<file path="config.mk">
export PLATFORM = sky130hd
export DESIGN_NAME = rst_seq_ctrl
export DESIGN_NICKNAME = d
export VERILOG_FILES = /design/src/rtl/rst_seq_pkg.sv /design/src/rtl/sync_2ff.sv /design/src/rtl/rst_seq_ctrl.sv
export SDC_FILE = /design/constraint.sdc
export NUM_CORES = 1
export LEC_CHECK = 0
export ABC_AREA = 1
export CELL_PAD_IN_SITES_DETAIL_PLACEMENT = 0
export CELL_PAD_IN_SITES_GLOBAL_PLACEMENT = 1
export CORE_ASPECT_RATIO = 1.75
export CORE_UTILIZATION = 30
export DETAILED_ROUTE_END_ITERATION = 8
export HOLD_SLACK_MARGIN = 0.12
export MAX_ROUTING_LAYER = met4
export PLACE_DENSITY_LB_ADDON = 0.3
export SYNTH_ARGS = -nofsm -noshare
export SYNTH_HDL_FRONTEND = slang
export SYNTH_HIERARCHICAL = 1
export SYNTH_SLANG_ARGS = --single-unit
</file>
<file path="constraint.sdc">
create_clock -name pl_clk_100m -period 2.1 [get_ports pl_clk_100m]
set_input_delay 0.315 -clock pl_clk_100m [delete_from_list [all_inputs] [get_ports pl_clk_100m]]
set_output_delay 0.315 -clock pl_clk_100m [all_outputs]
set_load 0.05 [all_outputs]
</file>
<file path="src/rtl/rst_seq_pkg.sv">
// Shared types for the PL reset sequencer.
// State encoding and counter width helper.
package rst_seq_pkg;

  typedef enum logic [1:0] {
    HOLD    = 2'd0,
    STRETCH = 2'd1,
    RELEASE = 2'd2,
    RUN     = 2'd3
  } seq_state_t;

  function automatic int cnt_w(input int n);
    return $clog2(n + 1);
  endfunction

endpackage

</file>
<file path="src/rtl/sync_2ff.sv">
// Single-bit two-flop synchronizer.
// Clears to 0 under the async-high reset.
module sync_2ff (
  input  logic clk,
  input  logic rst,
  input  logic d,
  output logic q
);

  logic s1;

  always_ff @(posedge clk or posedge rst) begin
    if (rst) begin
      s1 <= 1'b0;
      q  <= 1'b0;
    end else begin
      s1 <= d;
      q  <= s1;
    end
  end

endmodule

</file>
<file path="src/rtl/rst_seq_ctrl.sv">
// PL reset sequencer: stretch, then staged
// release of active-low domain resets.
module rst_seq_ctrl
  import rst_seq_pkg::*;
#(
  parameter int NUM_DOMAINS    = 4,
  parameter int STRETCH_CYCLES = 16,
  parameter int STAGE_GAP      = 8
) (
  input  logic                   pl_clk_100m,
  input  logic                   pl_rst,
  input  logic                   ext_rstn_in,
  input  logic                   lock_in,
  input  logic                   sw_rst_req,
  output logic                   sw_rst_ack,
  output logic [NUM_DOMAINS-1:0] dom_rstn,
  output logic                   seq_done,
  output logic [1:0]             seq_state
);

  localparam int SCW = cnt_w(STRETCH_CYCLES);
  localparam int GCW = cnt_w(STAGE_GAP);
  localparam int SKW = cnt_w(NUM_DOMAINS);

  localparam logic [SCW-1:0] S_TERM =
    SCW'(STRETCH_CYCLES - 1);
  localparam logic [GCW-1:0] G_TERM =
    GCW'(STAGE_GAP - 1);
  localparam logic [SKW-1:0] K_LAST =
    SKW'(NUM_DOMAINS - 1);

  logic ext_rstn_s;
  logic lock_s;
  logic good;

  seq_state_t state_q, state_d;

  logic [NUM_DOMAINS-1:0] dom_q, dom_d;
  logic [SCW-1:0]         scnt_q, scnt_d;
  logic [GCW-1:0]         gcnt_q, gcnt_d;
  logic [SKW-1:0]         stage_q, stage_d;
  logic                   ack_q, ack_d;

  logic s_term;
  logic g_term;

  sync_2ff u_sync_ext (
    .clk (pl_clk_100m),
    .rst (pl_rst),
    .d   (ext_rstn_in),
    .q   (ext_rstn_s)
  );

  sync_2ff u_sync_lock (
    .clk (pl_clk_100m),
    .rst (pl_rst),
    .d   (lock_in),
    .q   (lock_s)
  );

  assign good   = ext_rstn_s & lock_s;
  assign s_term = (scnt_q == S_TERM);
  assign g_term = (gcnt_q == G_TERM);

  always_ff @(posedge pl_clk_100m or posedge pl_rst) begin
    if (pl_rst) state_q <= HOLD;
    else        state_q <= state_d;
  end

  always_comb begin
    state_d = state_q;
    unique case (state_q)
      HOLD: begin
        if (good) state_d = STRETCH;
      end
      STRETCH: begin
        if (!good)
          state_d = HOLD;
        else if (s_term)
          state_d = (NUM_DOMAINS == 1) ? RUN : RELEASE;
      end
      RELEASE: begin
        if (!good)
          state_d = HOLD;
        else if (g_term && stage_q == K_LAST)
          state_d = RUN;
      end
      RUN: begin
        if (!good || sw_rst_req) state_d = HOLD;
      end
    endcase
  end

  // Any move into HOLD drops every domain at once.
  always_comb begin
    dom_d   = dom_q;
    scnt_d  = '0;
    gcnt_d  = '0;
    stage_d = stage_q;
    ack_d   = (state_q == RUN) && sw_rst_req;
    if (state_d == HOLD) begin
      dom_d   = '0;
      stage_d = SKW'(1);
    end else begin
      unique case (state_q)
        HOLD: begin
          stage_d = SKW'(1);
        end
        STRETCH: begin
          if (s_term) begin
            dom_d[0] = 1'b1;
            stage_d  = SKW'(1);
          end else begin
            scnt_d = scnt_q + SCW'(1);
          end
        end
        RELEASE: begin
          if (g_term) begin
            for (int i = 0; i < NUM_DOMAINS; i++)
              if (stage_q == SKW'(i)) dom_d[i] = 1'b1;
            stage_d = stage_q + SKW'(1);
          end else begin
            gcnt_d = gcnt_q + GCW'(1);
          end
        end
        RUN: begin
          dom_d = '1;
        end
      endcase
    end
  end

  always_ff @(posedge pl_clk_100m or posedge pl_rst) begin
    if (pl_rst) begin
      dom_q   <= '0;
      scnt_q  <= '0;
      gcnt_q  <= '0;
      stage_q <= SKW'(1);
      ack_q   <= 1'b0;
    end else begin
      dom_q   <= dom_d;
      scnt_q  <= scnt_d;
      gcnt_q  <= gcnt_d;
      stage_q <= stage_d;
      ack_q   <= ack_d;
    end
  end

  assign dom_rstn   = dom_q;
  assign sw_rst_ack = ack_q;
  assign seq_done   = (state_q == RUN);
  assign seq_state  = state_q;

endmodule

</file>
# Yosys cells after proc, flatten, opt, wreduce, memory -nomap -nowiden
# Cells that the tools add are included.
word_totals:
  register_bits: 23
  inputBits: 5
  out_inout_bits: 8
  elab_cells: 72
op_classes:
  n_addsub: 3
  eq_ne: 14
  muxes: 26
  bitwise_logic: 1
  reduce_logical: 15
op_table:
  columns: ["op", "n"]
  rows:
  - ["$mux W4", 5]
  - ["$ne A3 B3 Y1 const B", 6]
  - ["$mux W5", 3]
  - ["$mux W2", 6]
  - ["$reduce_and A3 Y1", 4]
  - ["$mux W3", 3]
  - ["$pmux W3 S3", 1]
  - ["$pmux W2 S4", 1]
  - ["$reduce_bool A4 Y1", 2]
  - ["$eq A3 B2 Y1 const B", 2]
  - ["$pmux W3 S2", 1]
  - ["$add A5 B1 Y5 const B", 1]
  - ["$eq A5 B4 Y1 const B", 1]
  - ["$mux W1", 5]
  - ["$add A4 B1 Y4 const B", 1]
  - ["$eq A2 B2 Y1 const B", 2]
  - ["$eq A4 B3 Y1 const B", 1]
  - ["$logic_not A2 Y1", 2]
  - ["$reduce_and A4 Y1", 1]
  - ["$add A3 B1 Y3 const B", 1]
  - ["$eq A3 B1 Y1 const B", 1]
  - ["$logic_not A3 Y1", 1]
  - ["$pmux W1 S3", 1]
  - ["$reduce_bool A3 Y1", 1]
  - ["other kinds (5)", 6]

# Logic depth before layout (Yosys ltp)
depth:
  depth_word: 8
  ltp_mapped: 14
  mapped_depth_nobuf: 13

# Modules after synthesis
# Netlist, hierarchy kept.
by_module_without_submodules:
  columns: ["module", "instances", "cells_per_inst", "area_each_um2", "seq_area_each_um2"]
  rows:
  - ["rst_seq_ctrl", 1, 134, 1134.8, 476.7]
  - ["sync_2ff", 2, 3, 53.8, 50.0]

# Worst setup path after synthesis
# OpenSTA, ideal clock, no wires.
synth_path:
  kind: "reg-to-reg"
  start: "register state_q[1] (netlist: seq_state[1])"
  end: "register dom_q[1] (netlist: dom_rstn[1])"
  setup_ps: 120
  arrival_time_ps: 2286
  t_required_ps: 1980
  slack_ps: -305
  stages_incl_launch_ff: 14
  n_path_buf: 1
  synth_period_minus_slack_ps: 2405
  cell_sequence: "dfrtp_1 ha_1 inv_2 nor2_1 nand2_1 nand2_1 nand2_1 a21oi_1 nand2_2 nand2_4 buf_8 nand3_1 a21oi_1 nor2_1"
synth_via:
  elab_cells_between_ends: 18
  cone_classes: "5 x eq/ne; 9 x mux; 4 x reduce/logical"
synth_lines:
  columns: ["item", "line_no", "rtl"]
  rows:
  - ["start, declared", "rst_seq_ctrl.sv:36", "seq_state_t state_q, state_d;"]
  - ["start signal, assigned", "rst_seq_ctrl.sv:67", "else state_q <= state_d;"]
  - ["$eq A2 B2 Y1 (*)", null, null]
  - ["net seq_done", "rst_seq_ctrl.sv:17", "output logic seq_done,"]
  - ["$pmux W2 S4", "rst_seq_ctrl.sv:72", "unique case (state_q)"]
  - ["$logic_not A2 Y1", "rst_seq_ctrl.sv:101", "if (state_d == HOLD) begin"]
  - ["$ne A3 B3 Y1 (no source line) / $reduce_bool A3 Y1 (equally long branches)", null, null]
  - ["$reduce_and A3 Y1 (no source line)", null, null]
  - ["end signal, assigned", "rst_seq_ctrl.sv:141", "dom_q <= dom_d;"]
  - ["end, declared", "rst_seq_ctrl.sv:38", "logic [NUM_DOMAINS-1:0] dom_q, dom_d;"]
# The timed path passes the listed nets; every way through them passes the cells marked *.
# A chain may end at the register's enable or synchronous reset.

# Final worst setup path
layout_path:
  start: "register stage_q[0]"
  end: "register stage_q[2]"
layout_via:
  elab_chain_len: 8
  elab_cells_between_ends: 14
  cone_classes: "1 x add/sub; 3 x eq/ne; 6 x mux; 4 x reduce/logical"
layout_rtl:
  columns: ["item", "line_no", "rtl"]
  rows:
  - ["start, declared", "rst_seq_ctrl.sv:41", "logic [SKW-1:0] stage_q, stage_d;"]
  - ["start signal, assigned", "rst_seq_ctrl.sv:144", "stage_q <= stage_d;"]
  - ["$eq A3 B2 Y1", "rst_seq_ctrl.sv:85", "else if (g_term && stage_q == K_LAST)"]
  - ["$logic_and A1 B1 Y1", "rst_seq_ctrl.sv:85", null]
  - ["$mux W2", "rst_seq_ctrl.sv:85", null]
  - ["$mux W2", "rst_seq_ctrl.sv:83", "if (!good)"]
  - ["$pmux W2 S4", "rst_seq_ctrl.sv:72", null]
  - ["$logic_not A2 Y1", "rst_seq_ctrl.sv:101", null]
  - ["$ne A3 B3 Y1 (no source line) / $reduce_bool A4 Y1 (equally long branches)", null, null]
  - ["$reduce_and A3 Y1 (no source line)", null, null]
# Parallel ways exist; a longest one is shown, timed or not. The select of a mux whose other input is x is not followed.

==> flow_summary.toml <==
[power_and_ir_drop]
p_sw_uw = 577.9
p_comb_frac = 0.416
p_total_mw = 1.413
power.leakage_nw = 0.7271
seqPwrFrac = 0.387
cell_internal_pwr_uw = 835.5
ir_drop_mv = 0.5136
clockPowerShare = 0.197
swShare = 0.4089
power_density_mw_per_mm2 = 945.3

[floorplanning]
rows = 30
io_pins = 13
die_w_um = 50.65
dieArea_mm2 = 0.004413
die_y_um = 87.13
placeableCoreArea_mm2 = 0.003904
initial_core_util = 0.3183

[run_status]
outcome = "finished clean"

[sta]
finalCriticalPeriod_ns = 1.991
finClkSkew_ns = 0.001858
tightest_slew_ns = 0.5006
fin_setup_tns_ns = 0
max_slew_margin = 0.6652
rsz0062_at_grt = "no"
min_period_over_period = 0.9479
max_freq_mhz = 502.3
finalMaxSlewViolations = 0
hold_viol = 0
setup_viol = 0

[yosys]
synth_cell_types = 24
ys_warn_count = 6
mappedNetlistNets = 156
ys_async_sr_fraction = 1.000
synth_edf_count = 0
synth_most_common_cell = "nand2_1"
synth_seq_cells = 23
yosys.area.top_type = "dfrtp_1"
synthCells = 140
yosysTopAreaCellShare = 0.4431
ys.flop_type = "dfrtp_1"
yosysSeqAreaShare = 0.4642
netlist_top_cells_area = "dfrtp_1, ha_1, nand2_1"
avgSynthCellArea_um2 = 8.875
synthTopCellsByCount = "nand2_1, dfrtp_1, inv_1, nor2_1, nand3_1"
synthesis.area_mm2 = 0.001242

[critical_path]
path_delay_family = "simple AND/OR/NAND/NOR gates"
rrSetupSlack_ns = 0.11
crit_cells = 11
cp_max_fo = 11
critPathRequiredTime_ns = 2.30
crit_path_end = "stage_q[2]"
crit_slowest_cell = "dfstp_2"
r2r_cells = 11
worstPathArrival_ns = 2.19
crit_path_max_incr_delay_ns = 0.57
rr_startpoint = "stage_q[0]"
crit_top_cell = "nand2_1"
path_class = "reg -> reg"
cp_num_buf_inv = 0
critical_path.startpoint_type = "flip-flop"
cp_cell_sequence = "ha_1, ha_2, nand3_2, nand2_1, nand2_1, nand2_1, nand2_2, nand2_4, nand2_1, or2_0, o21ai_2"
cp-end-kind = "flip-flop"
cp-startpoint = "stage_q[0]"
worstReg2RegEnd = "stage_q[2]"

[finish]
final_nets = 175
n_antenna_cell = 0
drive_gt1_frac = 0.1772
fillCellCount = 418
area_growth_pct = 20.34

[detailed_routing]
wirelength_met1_um = 919
final_antenna_net_count = 0
top_layer = "met4"
num_vias = 930
totalWireLength_mm = 2.519
drc = 0
dr_wl_met2_mm = 1.485
drt-initial-drc-count = 15
viasPerCell = 4.515
wl_met3_um = 34
post_drt_wl_per_cell_um = 12.23
firstDrtPassIters = 4

[placed_design]
hpwl_mm = 1.980
gp_congestion = 0.8624
io_buffers = 12

[global_routing]
grt_pass1_wl_mm = 4.505
antenna_found_initial = 0
grt_usage = 0.1422
grt_overflow_total = 0
grt_max_degree = 20
grt_pass1_vias = 1012

[cts]
hold_buffers = 0
h-tree-depth = 1
clock_latency_ns = 0.26
clk_pin_slew_ns = 0.08
cts_made_buffers = 3
cts_tree = "built"
cts-root-buf = "clkbuf_8"
cts_buffer_depth = 2
cts.sinks = 23

[flow_run]
cap_violations = 0

[worst_hold_path]
hp-class = "in -> async"
==> cells by family (layout without fill, tap and decap cells) <==
family | count (synthesis) | after routing | share of synthesized area
adders and majority gates | 11 | 11 | 0.1108
AOI/OAI and AO/OA | 13 | 13 | 0.06445
buffers and inverters | 24 | 42 | 0.08257
xor gates and xnor gates | 3 | 3 | 0.02115
DFF | 23 | 23 | 0.4643
and+or+nand+nor | 66 | 66 | 0.2568
==> layout by cell type, fill, tap and decap left out <==
master | synthesis | routed
o21ai_1 | 1 | 1
clkinv_2 | 0 | 1
or2_0 | 1 | 1
inv_1 | 20 | 20
dfstp_2 | 1 | 1
nand2_4 | 2 | 2
xor2_1 | 2 | 2
nor3b_1 | 1 | 1
ha_1 | 11 | 8
buf_4 | 0 | 5
clkbuf_8 | 0 | 3
nand4_1 | 2 | 2
nor3_1 | 2 | 2
nand3_1 | 12 | 12
nand3_2 | 2 | 2
ha_4 | 0 | 1
a21oi_1 | 6 | 6
inv_2 | 2 | 2
dfrtp_2 | 0 | 1
dfrtp_1 | 22 | 21
nand2_2 | 3 | 3
clkdlybuf4s50_1 | 0 | 11
o21ai_2 | 4 | 4
xnor2_1 | 1 | 1
nor2_1 | 15 | 15
o21ai_0 | 2 | 2
ha_2 | 0 | 2
nand2_1 | 25 | 25
nor2_4 | 1 | 1
==> how the worst min path moves through the flow <==
stage                        startpoint             to  slack, ns
after floorplan                  pl_rst   u_sync_ext/q       0.06
after global placement    u_sync_ext/s1   u_sync_ext/q       0.34
after detailed placement  u_sync_ext/s1   u_sync_ext/q       0.35
after CTS                        pl_rst  u_sync_ext/s1       0.24
after global routing             pl_rst   u_sync_ext/q       0.26
final                            pl_rst   u_sync_ext/q       0.25
==> layer usage <==
layer / vias to the layer above / global-route usage
li1: 476 / -
met1: 434 / 0.1422
met2: 12 / 0.2570
met3: 8 / 0.01745
met4: 0 / 0.08333
met5: - / -
==> flip-flops by register name, indices dropped and copies added, names as in the netlist <==
register and flops:
scnt_q 5, dom_rstn 4, gcnt_q 4, stage_q 3, seq_state 2, sw_rst_ack 1
u_sync_ext/q 1, u_sync_ext/s1 1, u_sync_lock/q 1, u_sync_lock/s1 1
==> cell type report <==
| class | instances | area [um^2] | area share |
|---|---|---|---|
| Inverter | 22 | 82.58 | 0.05523 |
| Clock buffer | 3 | 41.29 | 0.02762 |
| Tap cell | 48 | 60.06 | 0.04017 |
| Multi-Input combinational cell | 93 | 580.6 | 0.3883 |
| Clock inverter | 1 | 5.005 | 0.003347 |
| Timing Repair Buffer | 16 | 147.6 | 0.09875 |
| Sequential cell | 23 | 578.1 | 0.3866 |
==> timing repair <==
action,CTS,global route
setup endpoints to repair,0,3
buffers inserted,0,2
resized for setup,0,2
==> per-stage QoR <==
| stage | hold slack [ns] | utilization | area [um^2] | setup slack [ns] | std cells |
|---|---|---|---|---|---|
| finish | 0.2505 | 0.3830 | 1495 | 0.1093 | 206 |
| detailed placement | 0.3480 | 0.3660 | 1429 | 0.1039 | 200 |
| floorplan | 0.05618 | - | 1256 | 0.006602 | 140 |
| CTS | 0.2440 | 0.3779 | 1475 | 0.07535 | 204 |
| global route | 0.2564 | 0.3830 | 1495 | 0.001058 | 206 |
| global placement | 0.3394 | 0.3660 | 1429 | 0.1107 | 200 |
==> power groups by stage <==
stage	clock [mW]	combinational [mW]	sequential, mW
after floorplan	0	0.316	0.675
after global placement	0	0.568	0.554
after detailed placement	0	0.566	0.557
after CTS	0.290	0.568	0.547
after global routing	0.314	0.656	0.555
final	0.278	0.588	0.547
(Power assumes the default switching activity.)
